===== config.mk =====
export PLATFORM = sky130hd
export DESIGN_NAME = point_uart_tx
export DESIGN_NICKNAME = d
export VERILOG_FILES = /design/src/rtl/point_tx_pkg.sv /design/src/rtl/uart_tx_byte.sv /design/src/rtl/point_uart_tx.sv
export SDC_FILE = /design/constraint.sdc
export NUM_CORES = 1
export LEC_CHECK = 0
export CAP_MARGIN = 0
export CORE_ASPECT_RATIO = 1.25
export CORE_MARGIN = 2
export CORE_UTILIZATION = 40
export CTS_CLUSTER_DIAMETER = 80
export CTS_CLUSTER_SIZE = 16
export DETAILED_ROUTE_END_ITERATION = 8
export DONT_BUFFER_PORTS = 1
export PLACE_DENSITY = 0.66
export SLEW_MARGIN = 15
export SYNTH_ARGS = -nofsm -noshare
export SYNTH_HDL_FRONTEND = slang
export SYNTH_HIERARCHICAL = 1
export SYNTH_SLANG_ARGS = --single-unit

===== constraint.sdc =====
create_clock -name CLK -period 10.7 [get_ports CLK]
set_input_delay 1.07 -clock CLK [delete_from_list [all_inputs] [get_ports CLK]]
set_output_delay 1.07 -clock CLK [all_outputs]
set_load 0.01 [all_outputs]

===== src/rtl/point_tx_pkg.sv =====
// ============================================================================
// Module      : point_tx_pkg
// Description : Shared constants and types for the point UART transmit path.
// Revision    : 1.0 - initial release
// ============================================================================
`default_nettype none

package point_tx_pkg;

  localparam logic [7:0] PKT_HDR = 8'hA5;

  typedef enum logic [2:0] {
    IDLE = 3'd0,
    HDR  = 3'd1,
    FID  = 3'd2,
    CNT  = 3'd3,
    PT   = 3'd4,
    CHK  = 3'd5
  } tx_state_e;

  typedef struct packed {
    logic [15:0] h;
    logic [15:0] v;
  } point_t;

  // Wire order of a point on the link: H high, H low, V high, V low.
  function automatic logic [7:0] pt_byte(input point_t p, input logic [1:0] idx);
    case (idx)
      2'd0:    return p.h[15:8];
      2'd1:    return p.h[7:0];
      2'd2:    return p.v[15:8];
      default: return p.v[7:0];
    endcase
  endfunction

endpackage

`default_nettype wire


===== src/rtl/uart_tx_byte.sv =====
// ============================================================================
// Module      : uart_tx_byte
// Description : 8N1 byte serializer, LSB first; ready allows back-to-back bytes.
// Revision    : 1.0 - initial release
// ============================================================================
`default_nettype none

module uart_tx_byte #(
  parameter int CLK_FREQ = 50_000_000,
  parameter int BAUD     = 115200
) (
  input  logic       CLK,
  input  logic       RESET_N,
  input  logic       start,
  input  logic [7:0] data,
  output logic       ready,
  output logic       txd
);

  localparam int c_BIT_CYCLES = CLK_FREQ / BAUD;
  localparam int c_CW         = $clog2(c_BIT_CYCLES);
  localparam logic [c_CW-1:0] c_LAST = c_CW'(c_BIT_CYCLES - 1);

  logic            r_active;
  logic [9:0]      r_shift;
  logic [c_CW-1:0] r_cnt;
  logic [3:0]      r_bit;

  // Ready in the final stop-bit cycle so the next start bit follows with no gap.
  assign ready = ~r_active | ((r_bit == 4'd9) & (r_cnt == c_LAST));
  assign txd   = r_active ? r_shift[0] : 1'b1;

  always_ff @(posedge CLK or negedge RESET_N) begin
    if (!RESET_N) begin
      r_active <= 1'b0;
      r_shift  <= '1;
      r_cnt    <= '0;
      r_bit    <= '0;
    end else if (start && ready) begin
      r_active <= 1'b1;
      r_shift  <= {1'b1, data, 1'b0};
      r_cnt    <= '0;
      r_bit    <= '0;
    end else if (r_active) begin
      if (r_cnt == c_LAST) begin
        r_cnt <= '0;
        if (r_bit == 4'd9) begin
          r_active <= 1'b0;
        end else begin
          r_bit   <= r_bit + 4'd1;
          r_shift <= {1'b1, r_shift[9:1]};
        end
      end else begin
        r_cnt <= r_cnt + 1'b1;
      end
    end
  end

endmodule

`default_nettype wire


===== src/rtl/point_uart_tx.sv =====
// ============================================================================
// Module      : point_uart_tx
// Description : Ping-pong buffers frame points and ships each frame as a UART
//               packet. Define POINT_TX_CHECKSUM_EN to append an XOR checksum.
// Revision    : 1.0 - initial release
// ============================================================================
`default_nettype none

module point_uart_tx
  import point_tx_pkg::*;
#(
  parameter int CLK_FREQ   = 50_000_000,
  parameter int BAUD       = 115200,
  parameter int MAX_POINTS = 8
) (
  input  logic        CLK,
  input  logic        RESET_N,
  input  logic        VGA_VS,
  input  logic        PT_VALID,
  input  logic [15:0] PT_H,
  input  logic [15:0] PT_V,
  output logic        UART_TXD,
  output logic        BUSY,
  output logic [7:0]  DROP_CNT
);

  localparam int         c_IW   = (MAX_POINTS > 1) ? $clog2(MAX_POINTS) : 1;
  localparam logic [6:0] c_MAXP = 7'(MAX_POINTS);

  localparam logic [2:0] S_IDLE = 3'(IDLE);
  localparam logic [2:0] S_HDR  = 3'(HDR);
  localparam logic [2:0] S_FID  = 3'(FID);
  localparam logic [2:0] S_CNT  = 3'(CNT);
  localparam logic [2:0] S_PT   = 3'(PT);
`ifdef POINT_TX_CHECKSUM_EN
  localparam logic [2:0] S_CHK  = 3'(CHK);
  localparam logic [2:0] c_TAIL = S_CHK;
`else
  localparam logic [2:0] c_TAIL = S_IDLE;
`endif

  logic       r_vs;
  logic       r_wbank;
  logic [6:0] r_wcnt;
  logic       r_wovf;
  logic [6:0] r_rcnt;
  logic       r_rovf;
  logic [7:0] r_fid;
  logic [7:0] r_tx_fid;
  logic [7:0] r_drop;
  logic       r_busy;
  logic [2:0] r_state;
  logic [6:0] r_pidx;
  logic [1:0] r_bidx;
  logic [7:0] r_chk;
  point_t     r_bank [2][MAX_POINTS];

  logic       w_close;
  logic       w_accept;
  logic       w_room;
  logic       w_wr;
  logic       w_ready;
  logic       w_start;
  logic [7:0] w_byte;
  point_t     w_rd_pt;

  assign w_close  = VGA_VS & ~r_vs;
  assign w_accept = w_close & ~r_busy;
  assign w_room   = (r_wcnt < c_MAXP);
  assign w_wr     = PT_VALID & w_room;
  assign w_start  = (r_state != S_IDLE) & w_ready;
  assign w_rd_pt  = r_bank[~r_wbank][r_pidx[c_IW-1:0]];

  assign BUSY     = r_busy;
  assign DROP_CNT = r_drop;

  always_ff @(posedge CLK) begin
    if (w_wr) begin
      r_bank[r_wbank][r_wcnt[c_IW-1:0]] <= {PT_H, PT_V};
    end
  end

  // A point strobed in the close cycle is counted into the closing frame.
  always_ff @(posedge CLK or negedge RESET_N) begin
    if (!RESET_N) begin
      r_vs     <= 1'b0;
      r_wbank  <= 1'b0;
      r_wcnt   <= '0;
      r_wovf   <= 1'b0;
      r_rcnt   <= '0;
      r_rovf   <= 1'b0;
      r_fid    <= '0;
      r_tx_fid <= '0;
      r_drop   <= '0;
    end else begin
      r_vs <= VGA_VS;
      if (w_close) begin
        r_wcnt <= '0;
        r_wovf <= 1'b0;
        r_fid  <= r_fid + 8'd1;
        if (w_accept) begin
          r_wbank  <= ~r_wbank;
          r_rcnt   <= r_wcnt + 7'(w_wr);
          r_rovf   <= r_wovf | (PT_VALID & ~w_room);
          r_tx_fid <= r_fid;
        end else if (r_drop != 8'hFF) begin
          r_drop <= r_drop + 8'd1;
        end
      end else if (PT_VALID) begin
        if (w_room) begin
          r_wcnt <= r_wcnt + 7'd1;
        end else begin
          r_wovf <= 1'b1;
        end
      end
    end
  end

  always_comb begin
    w_byte = PKT_HDR;
    case (r_state)
      S_FID:   w_byte = r_tx_fid;
      S_CNT:   w_byte = {r_rovf, r_rcnt};
      S_PT:    w_byte = pt_byte(w_rd_pt, r_bidx);
`ifdef POINT_TX_CHECKSUM_EN
      S_CHK:   w_byte = r_chk;
`endif
      default: w_byte = PKT_HDR;
    endcase
  end

  // BUSY stays up after the FSM returns to idle until the last stop bit ends.
  always_ff @(posedge CLK or negedge RESET_N) begin
    if (!RESET_N) begin
      r_state <= S_IDLE;
      r_busy  <= 1'b0;
      r_pidx  <= '0;
      r_bidx  <= '0;
      r_chk   <= '0;
    end else if (w_accept) begin
      r_busy  <= 1'b1;
      r_state <= S_HDR;
    end else if (w_start) begin
      r_chk <= (r_state == S_HDR) ? w_byte : (r_chk ^ w_byte);
      case (r_state)
        S_HDR: r_state <= S_FID;
        S_FID: r_state <= S_CNT;
        S_CNT: begin
          r_pidx  <= '0;
          r_bidx  <= '0;
          r_state <= (r_rcnt == 7'd0) ? c_TAIL : S_PT;
        end
        S_PT: begin
          r_bidx <= r_bidx + 2'd1;
          if (r_bidx == 2'd3) begin
            if (r_pidx == r_rcnt - 7'd1) begin
              r_state <= c_TAIL;
            end else begin
              r_pidx <= r_pidx + 7'd1;
            end
          end
        end
        default: r_state <= S_IDLE;
      endcase
    end else if ((r_state == S_IDLE) && w_ready) begin
      r_busy <= 1'b0;
    end
  end

  uart_tx_byte #(
    .CLK_FREQ (CLK_FREQ),
    .BAUD     (BAUD)
  ) u_ser (
    .CLK     (CLK),
    .RESET_N (RESET_N),
    .start   (w_start),
    .data    (w_byte),
    .ready   (w_ready),
    .txd     (UART_TXD)
  );

endmodule

`default_nettype wire

# After elaboration in Yosys (flattened, before gate mapping)
# Memories as Yosys holds them, arrays and structs flattened.
# Index checks and enable logic that the tools add are counted.
[totals]
ff_bits = 79
ramBits = 512
out_inout_bits = 10
memories = 1
[classes]
n_addsub = 9
n_lt_le_gt_ge = 4
n_eq_ne = 18
mux = 44
bitwise = 16
n_reduce_logical = 23
[memory_table]
columns = ["memory", "depth", "word_bits", "read_ports", "rd_ports_with_merged_regs", "write_ports", "line", "text"]
rows = [
  ["r_bank", 2, 256, 1, 0, 1, "point_uart_tx.sv:56", "point_t r_bank [2][MAX_POINTS];"],
]
[op_table]
columns = ["op", "count"]
rows = [
  ["$mux 256", 1],
  ["$bmux 32 s3", 1],
  ["$demux 32 s3", 1],
  ["$mux 32", 3],
  ["$pmux 8 s3", 2],
  ["$mux 10", 4],
  ["$mux 7", 5],
  ["$mux 9", 3],
  ["$add 8x1->8 const B", 2],
  ["$mux 4", 4],
  ["$mux 3", 5],
  ["$add 7x1->7 const B", 2],
  ["$pmux 7 s2", 1],
  ["$reduce_bool 2->1", 7],
  ["$mux 1", 12],
  ["$pmux 3 s4", 1],
  ["$reduce_and 3->1", 4],
  ["$add 9x1->9 const B", 1],
  ["$eq 9x9->1 const B", 1],
  ["$ge 4x4->1 const B", 2],
  ["$ne 2x2->1 const B", 4],
  ["$ne 8x8->1 const B", 1],
  ["$not 3->4", 2],
  ["$reduce_and 2->1", 4],
  ["25 further kinds", 41],
]

# Logic depth before layout (Yosys ltp)
# Gate-level depths: netlist of run 1.
# An unclocked memory read counts as a cell.
[logic_depth]
depth_word = 8
mapped_depth = 12

# Hierarchy
# Netlist of run 1, hierarchy kept.
[by_module_without_submodules]
columns = ["module", "instances", "cells_each", "area_each_um2", "seq_area_each_um2"]
rows = [
  ["point_uart_tx", 1, 1188, 22586.7, 16751.1],
  ["uart_tx_byte", 1, 117, 1268.7, 586.8],
]

# Worst setup path before layout of run 1
# Ideal clock, no wire load.
[synth_path]
kind = "input to register"
startpoint = "in PT_VALID"
endpoint = "mem r_bank[0][192] in the netlist's numbering (enable)"
setup_ns = 0.501
arrival_time_ns = 4.457
t_required_ns = 10.199
path_slack_ns = 5.742
stages = 4
path_buffers = 0
cell_sequence = "nand2_1 inv_2 nand2_1 nor4_1"
[synth_between]
elab_chain_len = 3
[synth_lines]
columns = ["element", "line", "text"]
rows = [
  ["start: declaration", "point_uart_tx.sv:19", "input logic PT_VALID,"],
  ["$and 1x1->1", "point_uart_tx.sv:70", "assign w_wr = PT_VALID & w_room;"],
  ["$mux 1", "point_uart_tx.sv:78", "if (w_wr) begin"],
  ["$mux 256 (implied by the code)", "point_uart_tx.sv:79", "r_bank[r_wbank][r_wcnt[c_IW-1:0]] <= {PT_H, PT_V};"],
  ["end: declaration", "point_uart_tx.sv:56", ""],
]
# Every way passes these cells.

# Worst setup path in the final report of run 1
[layout_path]
startpoint = "reg r_pidx[0]"
endpoint = "reg u_ser.r_shift[2]"
[layout_between]
elab_chain_len = 7
[layout_lines]
columns = ["element", "line", "text"]
rows = [
  ["start: declaration", "point_uart_tx.sv:53", "logic [6:0] r_pidx;"],
  ["start signal: assignment", "point_uart_tx.sv:159", "r_pidx <= r_pidx + 7'd1;"],
  ["$not 3->4", "point_uart_tx.sv:72", "assign w_rd_pt = r_bank[~r_wbank][r_pidx[c_IW-1:0]];"],
  ["$bmux 32 s3", "point_uart_tx.sv:72", ""],
  ["$mux 32 (implied by the code) (2 in series)", "point_uart_tx.sv:72", ""],
  ["$pmux 8 s3", "point_tx_pkg.sv:28", "case (idx)"],
  ["$pmux 8 s3", "point_uart_tx.sv:121", "case (r_state)"],
  ["net w_byte[1]", "point_uart_tx.sv:64", "logic [7:0] w_byte;"],
  ["$mux 10", "uart_tx_byte.sv:39", "end else if (start && ready) begin"],
  ["end signal: assignment", "uart_tx_byte.sv:41", "r_shift <= {1'b1, data, 1'b0};"],
  ["end signal: assignment", "uart_tx_byte.sv:51", "r_shift <= {1'b1, r_shift[9:1]};"],
  ["end: declaration", "uart_tx_byte.sv:25", "logic [9:0] r_shift;"],
]
# The timed path passes the listed nets, and every way through them passes these cells. The select of a mux whose other input is x is not followed.
# A chain may end at the register's enable or synchronous reset.

==> impl_metrics.json, run 1 <==
{
  "rsz0062_at_grt": "no",
  "hold_buffers": 0,
  "die_area_sq_um": 61600,
  "muxShareOfSynthArea_pct": 13.9,
  "crit_buf_inv": 2,
  "synthSimpleGateAreaFrac_pct": 4.80,
  "instances_no_fill": 2095,
  "dieWidth_um": 222,
  "clkSinkCount": 590,
  "numCtsBuffers": 43,
  "synth_compound_area_share_pct": 4.80,
  "timing.hold.ws_ns": 0.166,
  "drv_cap": 0,
  "ioPinCount": 46,
  "grt_first_pass_wirelength_um": 79500,
  "arrival_ns": 4.58,
  "design_area_sq_um": 26100,
  "crit_fanout": 60,
  "yosysSeqAreaShare_pct": 72.7,
  "antenna_left": 0,
  "ys_warn_count": 6,
  "grt-ovfl-total": 0,
  "synthDistinctLibCells": 72,
  "powerDensity_nw_per_um2": 228,
  "drv_slew": 0,
  "synth-seq-cells": 590,
  "critical_path_class": "reg -> reg",
  "synthAdderAreaFrac_pct": 0.839,
  "core_sq_um": 59300,
  "wl_um": 52800,
  "grt_pass1_vias": 12500,
  "post_cts_buffers": 0,
  "synthXorXnorAreaFrac_pct": 1.39,
  "dp.cells": 2033,
  "crit_path_frequent_cell": "buf_4",
  "synth_common_cells": "edfxtp_1, mux4_2, dfrtp_1",
  "cpPeakStageDelay_ns": 0.80,
  "path_cells": "buf_4 > buf_4 > mux4_2 > a311oi_1 > o221ai_1 > a31oi_1 > a2bb2oi_1 > nand3b_1 > o221a_2",
  "total_power_mw": 5.93,
  "final.period_utilization_pct": 37.9,
  "io_buffers": 0,
  "hold_class": "in -> async",
  "reg2reg_to": "u_ser/r_shift[2]",
  "synthToLayoutAreaGrowth_pct": 9.20,
  "slew_headroom_pct": 24.9,
  "synth_top_family_by_area": "multiplexers",
  "clockBufferDepth": 3,
  "syn-num-nets": 1357,
  "r2r-start": "r_pidx[0]",
  "place_area_sq_um": 24800,
  "syn_area_sq_um": 23900,
  "grt_start_max_net_pins": 79,
  "peakVddDrop_mv": 0.136,
  "fin_tns_setup_ns": 0,
  "die_h_um": 277,
  "finalHoldViolations": 0,
  "crit_path_start_kind": "flop",
  "synth_area_leaders": "edfxtp_1, mux4_2, dfrtp_1",
  "avgRoutedWirePerCell_um": 25.2,
  "dp_slack_ns": 6.59,
  "cp_data_required_time_ns": 11.22,
  "grt_util_all_layers_pct": 17.2,
  "rrSetupSlack_ns": 6.64,
  "dr.pass1.iters": 5,
  "yosysMostFrequentCell": "edfxtp_1",
  "place_congestion": 0.772,
  "worst_setup_path_end_kind": "flop",
  "n_antenna_cell": 0,
  "cts_resized": 0,
  "drtIter0Drc": 1229,
  "root_buffer": "clkbuf_16",
  "yosys.area.top_type": "edfxtp_1",
  "antenna_found_initial": 0,
  "avgSynthCellArea_sq_um": 18.3,
  "final.setup.worst_slack_ns": 6.64,
  "async_flop_share_pct": 13.2,
  "fin_crit_ns": 4.06,
  "finalSetupViolCount": 0,
  "rows": 100,
  "vias": 12100,
  "drt-vias-per-instance": 5.80,
  "cp_top_family": "buffers and inverters",
  "clk_pin_slew_worst_paths_ns": 0.08,
  "status": "complete, no violations",
  "final_nets": 1365,
  "clkLatencyLatePin_ns": 0.59,
  "synth_top_area_share_pct": 64.4,
  "start_util_pct": 40.2,
  "remaining_drc_errors": 0,
  "yosys_most_used_dff": "edfxtp_1",
  "cp.depth": 9,
  "cts_tree": "yes",
  "p_leak_nw": 8.44,
  "reg2reg_depth": 9,
  "synth-edff-count": 512,
  "place_hpwl_um": 30400,
  "synthCells": 1305,
  "post-route-util_pct": 43.9,
  "max_freq_mhz": 246,
  "drive_gt1_share_pct": 19.5,
  "tightest_slew_ns": 1.12,
  "cts_htree_levels": 2,
  "crit_slowest_cell": "dfrtp_4",
  "clock_skew_ns": 0.0199
}
==> how the worst max path moves through the flow <==
stage	start	to	slack, ns
after CTS	r_pidx[0]	u_ser/r_shift[2]	6.57
after detailed placement	r_pidx[0]	u_ser/r_shift[2]	6.59
after global placement	r_pidx[0]	u_ser/r_shift[2]	6.61
after global routing	r_wbank	u_ser/r_shift[8]	6.30
after floorplan	PT_VALID	r_bank[0][192]	5.74
final	r_pidx[0]	u_ser/r_shift[2]	6.64
==> cell families (layout without fill, tap and decap cells) <==
group | after synthesis | in the layout
xor gates and xnor gates | 37 | 37
and+or+nand+nor | 234 | 234
buffers and inverters | 84 | 109
DFF | 590 | 590
adders and majority gates | 16 | 16
AOI/OAI and AO/OA | 168 | 168
muxes | 176 | 176
==> sequential cells by signal (all words and copies together) (netlist names), 3 cells and up <==
name,count
r_bank,512
u_ser/r_cnt,9
u_ser/r_shift,9
DROP_CNT,8
r_fid,8
r_tx_fid,8
r_pidx,7
r_rcnt,7
r_wcnt,7
u_ser/r_bit,4
r_state,3
==> final cells by class <==
type | instances | area, sq um
Multi-Input combinational cell | 631 | 6240
Inverter | 18 | 67.6
Sequential cell | 590 | 17300
Clock inverter | 6 | 71.3
Fill cell | 5064 | 33300
Timing Repair Buffer | 29 | 218
Clock buffer | 56 | 1150
Tap cell | 765 | 957
==> layout by cell type, fill, tap and decap left out, types with 12 or more instances in the layout <==
cell type	count
clkbuf_1	12
a21oi_1	45
nor2_1	49
dfrtp_1	67
o21ai_1	14
nand2_1	68
xnor2_1	25
o22ai_1	15
a31oi_1	14
clkbuf_16	44
edfxtp_1	512
mux4_2	121
buf_4	29
mux2i_1	32
inv_1	12
nand3_1	27
o21ai_0	12
ha_1	16
==> per-layer routing <==
layer,vias to the layer above,share of wire [%],track usage [%],wire (um)
met5,-,0,0,0
met4,0,3.7,7.23,1970
met3,103,5.9,3.07,3100
met2,407,51,29.5,27000
met1,6387,39,21.4,20700
li1,5251,-,-,-
==> where the power goes <==
part	internal (mW)	switching, mW	total [mW]	leakage (nW)
registers	2.75	0.218	2.97	5.60
logic	0.667	0.773	1.44	2.24
clock network	0.757	0.766	1.52	0.590
Power figures use the tool's default switching activity.
==> inputs of run 2 (changes only) <==
==> constraint.sdc (replaced) <==
create_clock -name CLK -period 3.75 [get_ports CLK]
set_input_delay 0.375 -clock CLK [delete_from_list [all_inputs] [get_ports CLK]]
set_output_delay 0.375 -clock CLK [all_outputs]
set_load 0.01 [all_outputs]
==> run 2 against run 1 <==
Net effect: power rose to 2.9 times the previous value; global-route usage increased by 0.30 points; clock power grew to 2.8 times the previous value; largest cell class unchanged; critical path type unchanged.
==> impl_metrics.json, run 2 (same netlist as run 1, synthesis figures left out) <==
{
  "status": "complete, no violations",
  "power_frac_comb_pct": 25.8,
  "rsz0062_at_grt": "no",
  "finalHoldViolations": 0,
  "place_hpwl_um": 31000,
  "place_area_sq_um": 25000,
  "root_buffer": "clkbuf_16",
  "critical_path_class": "reg -> reg",
  "die_area_sq_um": 61600,
  "drv_slew": 0,
  "dp.cells": 2047,
  "dieWidth_um": 222,
  "grt_util_all_layers_pct": 17.5,
  "ioPinCount": 46,
  "antenna_left": 0,
  "clkLatencyLatePin_ns": 0.59,
  "p_sw_mw": 5.12,
  "cts_resized": 0,
  "worst_setup_path_end_kind": "flop",
  "clockBufferDepth": 3,
  "clkSinkCount": 590,
  "peakVddDrop_mv": 0.427,
  "cts_tree": "yes",
  "grt_pass1_vias": 12700,
  "design_area_sq_um": 26600,
  "finalSetupViolCount": 0,
  "fin_crit_ns": 3.05,
  "clk_pin_slew_worst_paths_ns": 0.08,
  "drtIter0Drc": 1107,
  "synthToLayoutAreaGrowth_pct": 11.5,
  "antenna_found_initial": 5,
  "drive_gt1_share_pct": 20.0,
  "remaining_drc_errors": 0,
  "drt-vias-per-instance": 5.77,
  "final_cell_mix": "edfxtp_1, mux4_2, nand2_1",
  "clock_skew_ns": 0.0298,
  "final_common_cell": "edfxtp_1",
  "cp_data_required_time_ns": 4.27,
  "grt_first_pass_wirelength_um": 80900,
  "instances_no_fill": 2145,
  "vias": 12400,
  "max_freq_mhz": 328,
  "crit_path_start_kind": "flop",
  "powerDensity_nw_per_um2": 646,
  "clockPowerShare_pct": 25.0,
  "grt-ovfl-total": 0,
  "largest_reg_flops": 512,
  "slew_headroom_pct": 48.6,
  "p_seq_share_pct": 49.2,
  "final.period_utilization_pct": 81.4,
  "grt_start_max_net_pins": 79,
  "final_nets": 1414,
  "place_congestion": 0.806,
  "arrival_ns": 3.57,
  "core_sq_um": 59300,
  "rows": 100,
  "crit_fanout": 12,
  "avgRoutedWirePerCell_um": 24.9,
  "tightest_slew_ns": 0.772,
  "die_h_um": 277,
  "start_util_pct": 40.2,
  "p_leak_nw": 8.68,
  "dr.pass1.iters": 5,
  "sw_frac_of_total_pct": 29.8,
  "drv_cap": 0,
  "cts_htree_levels": 2,
  "wl_um": 53400,
  "numCtsBuffers": 43,
  "internal_power_mw": 12.1,
  "hold_class": "in -> reg",
  "io_buffers": 0
}
run 2: cell types whose count changed in the layout (fill, tap and decap cells not counted), moves of 2 or more:
cell / previous run / this run
buf_12: 0 / 5
buf_4: 29 / 38
nor3_2: 7 / 3
diode_2: 0 / 2
nor3_4: 0 / 4
dlygate4sd3_1: 0 / 34
run 2: area by class of cell:
type / instances / area [sq um]
Multi-Input combinational cell: 631 / 6280
Antenna cell: 2 / 5.00
Sequential cell: 590 / 17300
Clock inverter: 4 / 42.5
Tap cell: 765 / 957
Timing Repair Buffer: 78 / 753
Clock buffer: 57 / 1160
Inverter: 18 / 67.6
Fill cell: 5038 / 32700
run 2: critical path, stage by stage, from the launching register on:
cell,delay (ns)
dfrtp_1,0.43
or4b_4,0.58
o31ai_2,0.23
buf_4,0.23
o31ai_1,0.18
nor2_2,0.24
nand3_1,0.13
a31o_2,0.34
or4_1,0.49
a21oi_1,0.16
run 2: timing repair:
| action | in CTS | in global routing |
|---|---|---|
| endpoints found under the hold margin | 591 | 0 |
| hold buffers | 35 | 0 |
| setup buffers | 0 | 0 |
| setup endpoints to repair | 0 | 0 |
run 2: worst paths after layout:
| kind | from | endpoint | slack (ns) | cells past startpoint |
|---|---|---|---|---|
| max in group asynchronous | RESET_N | u_ser/r_shift[1] | 3.03 | 2 |
| min reg2reg | r_fid[7] | r_fid[7] | 0.48 | 1 |
| min in group asynchronous | RESET_N | r_fid[4] | 0.35 | 2 |
| max | u_ser/r_cnt[3] | r_pidx[6] | 0.70 | 9 |
| min | PT_VALID | r_wovf | 0.03 | 2 |
| max reg2reg | u_ser/r_cnt[3] | r_pidx[6] | 0.70 | 9 |
run 2: power by group through the flow:
stage,combinational [mW],clock [mW],sequential (mW)
floorplan,3.32,0,8.25
global placement,4.33,0,8.56
detailed placement,4.37,0,8.60
CTS,4.51,4.41,8.46
global route,4.79,4.64,8.54
finish,4.44,4.30,8.46
run 2: stage by stage:
stage          setup TNS [ns]  util (%)  power, mW  hold WS, ns  worst slack (ns)
6_report                    0      44.9       17.2       0.0272             0.698
3_5_place_dp                0      42.2       13.0       0.0848             0.730
5_1_grt                     0      44.9       18.0       0.0186             0.512
2_1_floorplan          -24.44         -       11.6       0.0794            -0.255
3_3_place_gp                0      42.2       12.9       0.0848             0.756
4_1_cts                     0      44.9       17.4       0.0102             0.703
run 2: per-layer routing:
layer,share of wire (%),up-vias,global-route usage (%),routed length [um]
li1,-,5347,-,-
met1,39,6537,22.0,21000
met2,52,402,30.8,27900
met3,5.5,95,2.58,2910
met4,3.0,6,6.06,1600
met5,0.060,-,0,32
